## src/rtl/estimador_func_mvmult_col_reduce.sv

```systemverilog
// Captures three strobed Q16.16 row values and returns y = C0*x0 + C1*x1 + C2*x2,
// rounded half-up and saturated to Q16.16, under ap_ctrl_hs control.
module estimador_func_mvmult_col_reduce #(
  parameter logic signed [31:0] C0 = 32'sd65536,
  parameter logic signed [31:0] C1 = 32'sd32768,
  parameter logic signed [31:0] C2 = -32'sd65536
) (
  input  logic        ap_clk,
  input  logic        ap_rst,
  input  logic        ap_start,
  output logic        ap_done,
  output logic        ap_idle,
  output logic        ap_ready,
  input  logic [31:0] x_0,
  input  logic [31:0] x_1,
  input  logic [31:0] x_2,
  input  logic        x_0_ap_vld,
  input  logic        x_1_ap_vld,
  input  logic        x_2_ap_vld,
  output logic [31:0] y,
  output logic        y_ap_vld,
  output logic        y_sat
);

  localparam logic [2:0] S_IDLE = 3'd0;
  localparam logic [2:0] S_WAIT = 3'd1;
  localparam logic [2:0] S_MAC  = 3'd2;
  localparam logic [2:0] S_SAT  = 3'd3;
  localparam logic [2:0] S_DONE = 3'd4;

  localparam logic signed [65:0] Y_MAX = 66'sd2147483647;
  localparam logic signed [65:0] Y_MIN = -66'sd2147483648;

  logic [2:0]         state;
  logic [31:0]        cap_0, cap_1, cap_2;
  logic               flag_0, flag_1, flag_2;
  logic [31:0]        op_1, op_2;
  logic [1:0]         k;
  logic signed [65:0] acc;

  logic               all_set;
  logic               mac_entry;
  logic signed [31:0] mul_a;
  logic signed [31:0] mul_c;
  logic signed [63:0] prod;
  logic signed [65:0] acc_base;
  logic signed [65:0] acc_next;
  logic signed [65:0] acc_sh;
  logic signed [65:0] rnd;

  assign all_set   = (flag_0 | x_0_ap_vld) & (flag_1 | x_1_ap_vld) & (flag_2 | x_2_ap_vld);
  assign mac_entry = (state == S_MAC) && (k == 2'd0);

  // First MAC cycle reads cap_0 directly; the snapshot of op_1/op_2 lands at its end.
  always_comb begin
    mul_a = $signed(op_2);
    mul_c = C2;
    case (k)
      2'd0: begin mul_a = $signed(cap_0); mul_c = C0; end
      2'd1: begin mul_a = $signed(op_1);  mul_c = C1; end
      default: begin mul_a = $signed(op_2); mul_c = C2; end
    endcase
  end

  assign prod     = 64'(mul_a) * 64'(mul_c);
  assign acc_base = mac_entry ? 66'sd0 : acc;
  assign acc_next = acc_base + 66'(prod);
  assign acc_sh   = acc >>> 16;
  assign rnd      = acc_sh + $signed({65'd0, acc[15]});

  assign ap_idle  = (state == S_IDLE);
  assign ap_done  = (state == S_DONE);
  assign ap_ready = ap_done;
  assign y_ap_vld = ap_done;

  always_ff @(posedge ap_clk) begin
    if (ap_rst) begin
      state  <= S_IDLE;
      cap_0  <= 32'd0;
      cap_1  <= 32'd0;
      cap_2  <= 32'd0;
      flag_0 <= 1'b0;
      flag_1 <= 1'b0;
      flag_2 <= 1'b0;
      op_1   <= 32'd0;
      op_2   <= 32'd0;
      k      <= 2'd0;
      acc    <= 66'sd0;
      y      <= 32'd0;
      y_sat  <= 1'b0;
    end else begin
      if (x_0_ap_vld) cap_0 <= x_0;
      if (x_1_ap_vld) cap_1 <= x_1;
      if (x_2_ap_vld) cap_2 <= x_2;

      // Flags are consumed on the first MAC cycle; a strobe in that cycle re-arms for the next run.
      if (mac_entry) begin
        flag_0 <= x_0_ap_vld;
        flag_1 <= x_1_ap_vld;
        flag_2 <= x_2_ap_vld;
      end else begin
        if (x_0_ap_vld) flag_0 <= 1'b1;
        if (x_1_ap_vld) flag_1 <= 1'b1;
        if (x_2_ap_vld) flag_2 <= 1'b1;
      end

      case (state)
        S_IDLE: begin
          k <= 2'd0;
          if (ap_start) state <= all_set ? S_MAC : S_WAIT;
        end
        S_WAIT: begin
          k <= 2'd0;
          if (all_set) state <= S_MAC;
        end
        S_MAC: begin
          acc <= acc_next;
          if (mac_entry) begin
            op_1 <= cap_1;
            op_2 <= cap_2;
          end
          if (k == 2'd2) state <= S_SAT;
          else           k     <= k + 2'd1;
        end
        S_SAT: begin
          if (rnd > Y_MAX) begin
            y     <= 32'h7FFF_FFFF;
            y_sat <= 1'b1;
          end else if (rnd < Y_MIN) begin
            y     <= 32'h8000_0000;
            y_sat <= 1'b1;
          end else begin
            y     <= rnd[31:0];
            y_sat <= 1'b0;
          end
          state <= S_DONE;
        end
        S_DONE:  state <= S_IDLE;
        default: state <= S_IDLE;
      endcase
    end
  end

endmodule

```

## config.mk

```make
export PLATFORM = sky130hd
export DESIGN_NAME = estimador_func_mvmult_col_reduce
export DESIGN_NICKNAME = d
export VERILOG_FILES = /design/src/rtl/estimador_func_mvmult_col_reduce.sv
export SDC_FILE = /design/constraint.sdc
export NUM_CORES = 2
export LEC_CHECK = 0
export BUFFER_PORTS_ARGS = -buffer_cell sky130_fd_sc_hd__clkbuf_2
export CAP_MARGIN = 0
export CORE_ASPECT_RATIO = 1.75
export CORE_MARGIN = 2
export CORE_UTILIZATION = 41
export CTS_BUF_LIST = sky130_fd_sc_hd__clkbuf_4 sky130_fd_sc_hd__clkbuf_8
export CTS_CLUSTER_SIZE = 40
export DETAILED_ROUTE_END_ITERATION = 10
export PLACE_DENSITY = 0.58
export SETUP_SLACK_MARGIN = 0.4
export SLEW_MARGIN = 30
export SYNTH_ARGS = -nofsm -noshare
export SYNTH_HDL_FRONTEND = slang
export SYNTH_SLANG_ARGS = --single-unit
```

## constraint.sdc

```tcl
create_clock -name ap_clk -period 7.5 [get_ports ap_clk]
set_clock_uncertainty 0.1 [all_clocks]
set_input_delay 1.5 -clock ap_clk [delete_from_list [all_inputs] [get_ports ap_clk]]
set_output_delay 1.5 -clock ap_clk [all_outputs]
set_load 0.05 [all_outputs]
```

==> flow_summary.rst <==
.. list-table::
   :header-rows: 1

   * - Metric
     - Value
   * - Sum of routed wire length over all layers
     - 78,400 um
   * - Leakage power figure
     - 16.8 nW
   * - Initial Util
     - 0.415
   * - Highest achievable clock rate
     - 138 MHz
   * - Num CTS Buffers
     - 41
   * - Hold Vio Cnt, Final
     - 0
   * - Via density
     - 5.03
   * - VDD IR-drop max
     - 0.162 mV
   * - Synth Instances
     - 2,924
   * - GRT Total Usage
     - 0.225
   * - Data arrival time of the critical path
     - 7.65 ns
   * - Endpoint class of the critical path
     - register
   * - EDFF count, synth
     - 0
   * - Reg-to-reg startpoint
     - k[1]
   * - Number of max-capacitance violations reported
     - 0
   * - Share of layout cells above drive strength 1
     - 0.232
   * - Fin. max-slew vios
     - 0
   * - Power density normalized to cell area
     - 105 nW/um^2
   * - Top-count cell post-synth
     - sky130_fd_sc_hd__inv_1
   * - Number of antenna violations at the first check in global routing
     - 1
   * - Area fraction of the dominant cell type after synthesis
     - 0.320
   * - Antenna-violating nets left
     - 0
   * - Post-synthesis async set-or-reset flop share
     - 0
   * - Clock net sink count
     - 252
   * - Mapped Nets
     - 3,719
   * - CP startpoint
     - k[1]
   * - Clock tree from TritonCTS
     - built
   * - Unrepaired setup endpoints after global routing
     - yes
   * - Worst slew pin tran
     - 0.942 ns
   * - Later-pin clock latency in the skew report
     - 0.64 ns
   * - Maximum number of pins on one net before global-route repair
     - 101
   * - Seq cells post-synth
     - 252
   * - Area of the mapped netlist
     - 27,500 um^2
   * - Remaining max-slew budget at the tightest pin
     - 0.367
   * - Largest buffer count on any clock path
     - 3
   * - Post-layout nets
     - 4,030
   * - Initial drt markers
     - 894
   * - Min-delay worst type
     - reg -> reg
   * - Horiz. Die Dim
     - 200 um
   * - Primary flip-flop cell chosen by synthesis mapping
     - sky130_fd_sc_hd__dfxtp_1
   * - Type of origin of the critical path
     - register
   * - Result of the run
     - finished, final reports clean
   * - Layout overhead on the synthesized area
     - 21.7%
   * - Die height
     - 347 um
   * - WHS
     - 0.330 ns
   * - Number of synthesis warnings
     - 0
   * - Placement-stage cell area
     - 30,700 um^2
   * - Number of global-route vias before repair
     - 22,406
   * - Worst Hold Launch
     - cap_2[23]
   * - Clock-pin slew on the worst setup and hold paths
     - 0.07 ns
   * - Data required, critical path
     - 7.91 ns
   * - Cts hold-fix bufs
     - 0
   * - Final number of setup-violating endpoints
     - 0
   * - Setup slack, reg-to-reg
     - 0.26 ns
   * - Leading cell types by count after synthesis
     - sky130_fd_sc_hd__inv_1 (479), sky130_fd_sc_hd__fa_1 (439), sky130_fd_sc_hd__nand2_1 (304)
   * - Worst-path maximum fanout
     - 5
   * - Distinct cell type count of the synthesized netlist
     - 79
   * - Post-route clock period utilization
     - 0.965
   * - Fin crit period
     - 7.24 ns
   * - Top cells by area, synth
     - sky130_fd_sc_hd__fa_1 (32%), sky130_fd_sc_hd__dfxtp_1 (18%), sky130_fd_sc_hd__ha_1 (12%)
   * - Post-synthesis average cell area
     - 9.41 um^2
   * - Port buffer count
     - 138
   * - Maximum level of the CTS H-tree
     - 2
   * - Worst setup path class
     - reg -> reg
   * - Post-route cell area
     - 33,500 um^2
   * - Number of placed I/O pins
     - 139
   * - Hold Path Stages
     - 2
   * - Worst R2R Path Depth
     - 23
   * - Cell taking the most area after synthesis
     - sky130_fd_sc_hd__fa_1
   * - Wirelength per Cell
     - 18.9 um
   * - Total congestion overflow
     - 0
   * - Global-route wire length before repair
     - 121,000 um
   * - Via count
     - 20,879
   * - Core region area
     - 66,300 um^2
   * - DR pass1 iterations
     - 5
   * - Placer congestion estimate
     - 0.938
   * - Post-route DRC
     - 0
   * - Die outline area
     - 69,300 um^2
   * - Number of core rows
     - 125
   * - Sequential-to-total area share from yosys stat
     - 0.183
   * - Clock Tree Root
     - sky130_fd_sc_hd__clkbuf_8
   * - Placed wire-length estimate after detailed placement
     - 65,100 um
==> flip-flops by register name (all words and copies together) (netlist names) <==
| register | count |
|---|---|
| k | 2 |
| op_1 | 32 |
| cap_1 | 32 |
| flag_1 | 1 |
| cap_2 | 32 |
| flag_0 | 1 |
| y | 32 |
| acc | 51 |
| state | 3 |
| cap_0 | 32 |
| y_sat | 1 |
| flag_2 | 1 |
| op_2 | 32 |
==> layout make-up <==
| type | count | area (um^2) |
|---|---|---|
| flip-flops and latches | 252 | 5050 |
| well taps | 889 | 1110 |
| clock inverters | 7 | 83.8 |
| diodes | 1 | 2.50 |
| clock buffers | 65 | 813 |
| fillers | 6260 | 32800 |
| multi-input cells | 2067 | 21600 |
| repair buffers | 393 | 2960 |
| inverters | 480 | 1840 |
==> kinds of logic (layout without fill, tap and decap cells) <==
| group | Yosys count | in the layout | synth area share |
|---|---|---|---|
| flip-flops | 252 | 252 | 0.183 |
| buffers and inverters | 605 | 945 | 0.0847 |
| other | 0 | 1 | 0 |
| AO/OA/AOI/OAI | 420 | 420 | 0.0999 |
| AND/OR/NAND/NOR | 767 | 767 | 0.133 |
| multiplexers | 100 | 100 | 0.0364 |
| XOR/XNOR | 86 | 86 | 0.0274 |
| adder cells (fa/ha/maj) | 694 | 694 | 0.435 |
==> worst paths after layout <==
| kind | end |
|---|---|
| max reg2reg | acc[55] |
| max | acc[55] |
| min reg2reg | op_2[23] |
| min | op_2[23] |
==> routing by layer <==
metal | routed length, um | vias to the layer above | GRT usage
met5 | 0 | - | 0
met4 | 3750 | 0 | 0.0872
met3 | 2560 | 159 | 0.0275
met2 | 41200 | 451 | 0.413
met1 | 30900 | 10193 | 0.261
li1 | - | 10076 | -
==> through the flow <==
step                      power (mW)  worst slack [ns]  utilization  TNS [ns]  instances
after detailed placement        2.17            -0.245        0.463     -2.14       4027
after CTS                       3.52             0.154        0.481         0       4108
after global placement          2.15            -0.258        0.463     -1.54       4027
after global routing            3.72            0.0121        0.505         0       4154
final                           3.53             0.262        0.505         0       4154
after floorplan                 1.94             0.395            -         0       2924
==> report_power, final <==
part	total [mW]	leakage [nW]	switching (mW)	internal (mW)
Clock	1.32	0.473	0.592	0.727
Sequential	1.44	2.05	0.0525	1.39
Combinational	0.765	14.3	0.432	0.333
Total	3.53	16.8	1.08	2.45
==> cell usage in the layout (no fill, tap or decap), drive strengths merged, types with 28 or more instances in the layout <==
master	n
inv	480
a21oi	205
and2	64
buf	249
dfxtp	252
nand2	306
o21ai	33
nor3	33
nor2b	38
mux2i	99
clkbuf	209
xnor2	60
a21o	28
ha	254
nor2	182
a221o	33
a22oi	36
fa	439
nand3	56
==> repair_timing <==
action | CTS | global route
resized for setup | 60 | 230
buffers inserted | 9 | 37
cloned | 0 | 8
pin swaps | 39 | 204
setup endpoints to repair | 30 | 33
==> critical path, cell delays in order (launching register included) <==
cell and delay [ns]:
sky130_fd_sc_hd__dfxtp_4 0.37, sky130_fd_sc_hd__buf_12 0.14, sky130_fd_sc_hd__clkbuf_16 0.15, sky130_fd_sc_hd__and2_4 0.19
sky130_fd_sc_hd__fa_2 0.59, sky130_fd_sc_hd__inv_1 0.06, sky130_fd_sc_hd__fa_1 0.59, sky130_fd_sc_hd__inv_1 0.08
sky130_fd_sc_hd__fa_1 0.55, sky130_fd_sc_hd__fa_1 0.44, sky130_fd_sc_hd__fa_1 0.51, sky130_fd_sc_hd__fa_1 0.44
sky130_fd_sc_hd__fa_1 0.60, sky130_fd_sc_hd__ha_4 0.22, sky130_fd_sc_hd__ha_4 0.24, sky130_fd_sc_hd__a21o_1 0.18
sky130_fd_sc_hd__a221o_1 0.31, sky130_fd_sc_hd__a31o_4 0.24, sky130_fd_sc_hd__a211o_1 0.29, sky130_fd_sc_hd__a31o_4 0.23
sky130_fd_sc_hd__a311oi_2 0.26, sky130_fd_sc_hd__nor2_1 0.08, sky130_fd_sc_hd__mux2i_1 0.17, sky130_fd_sc_hd__o311ai_1 0.11
Power figures use the tool's default switching activity.
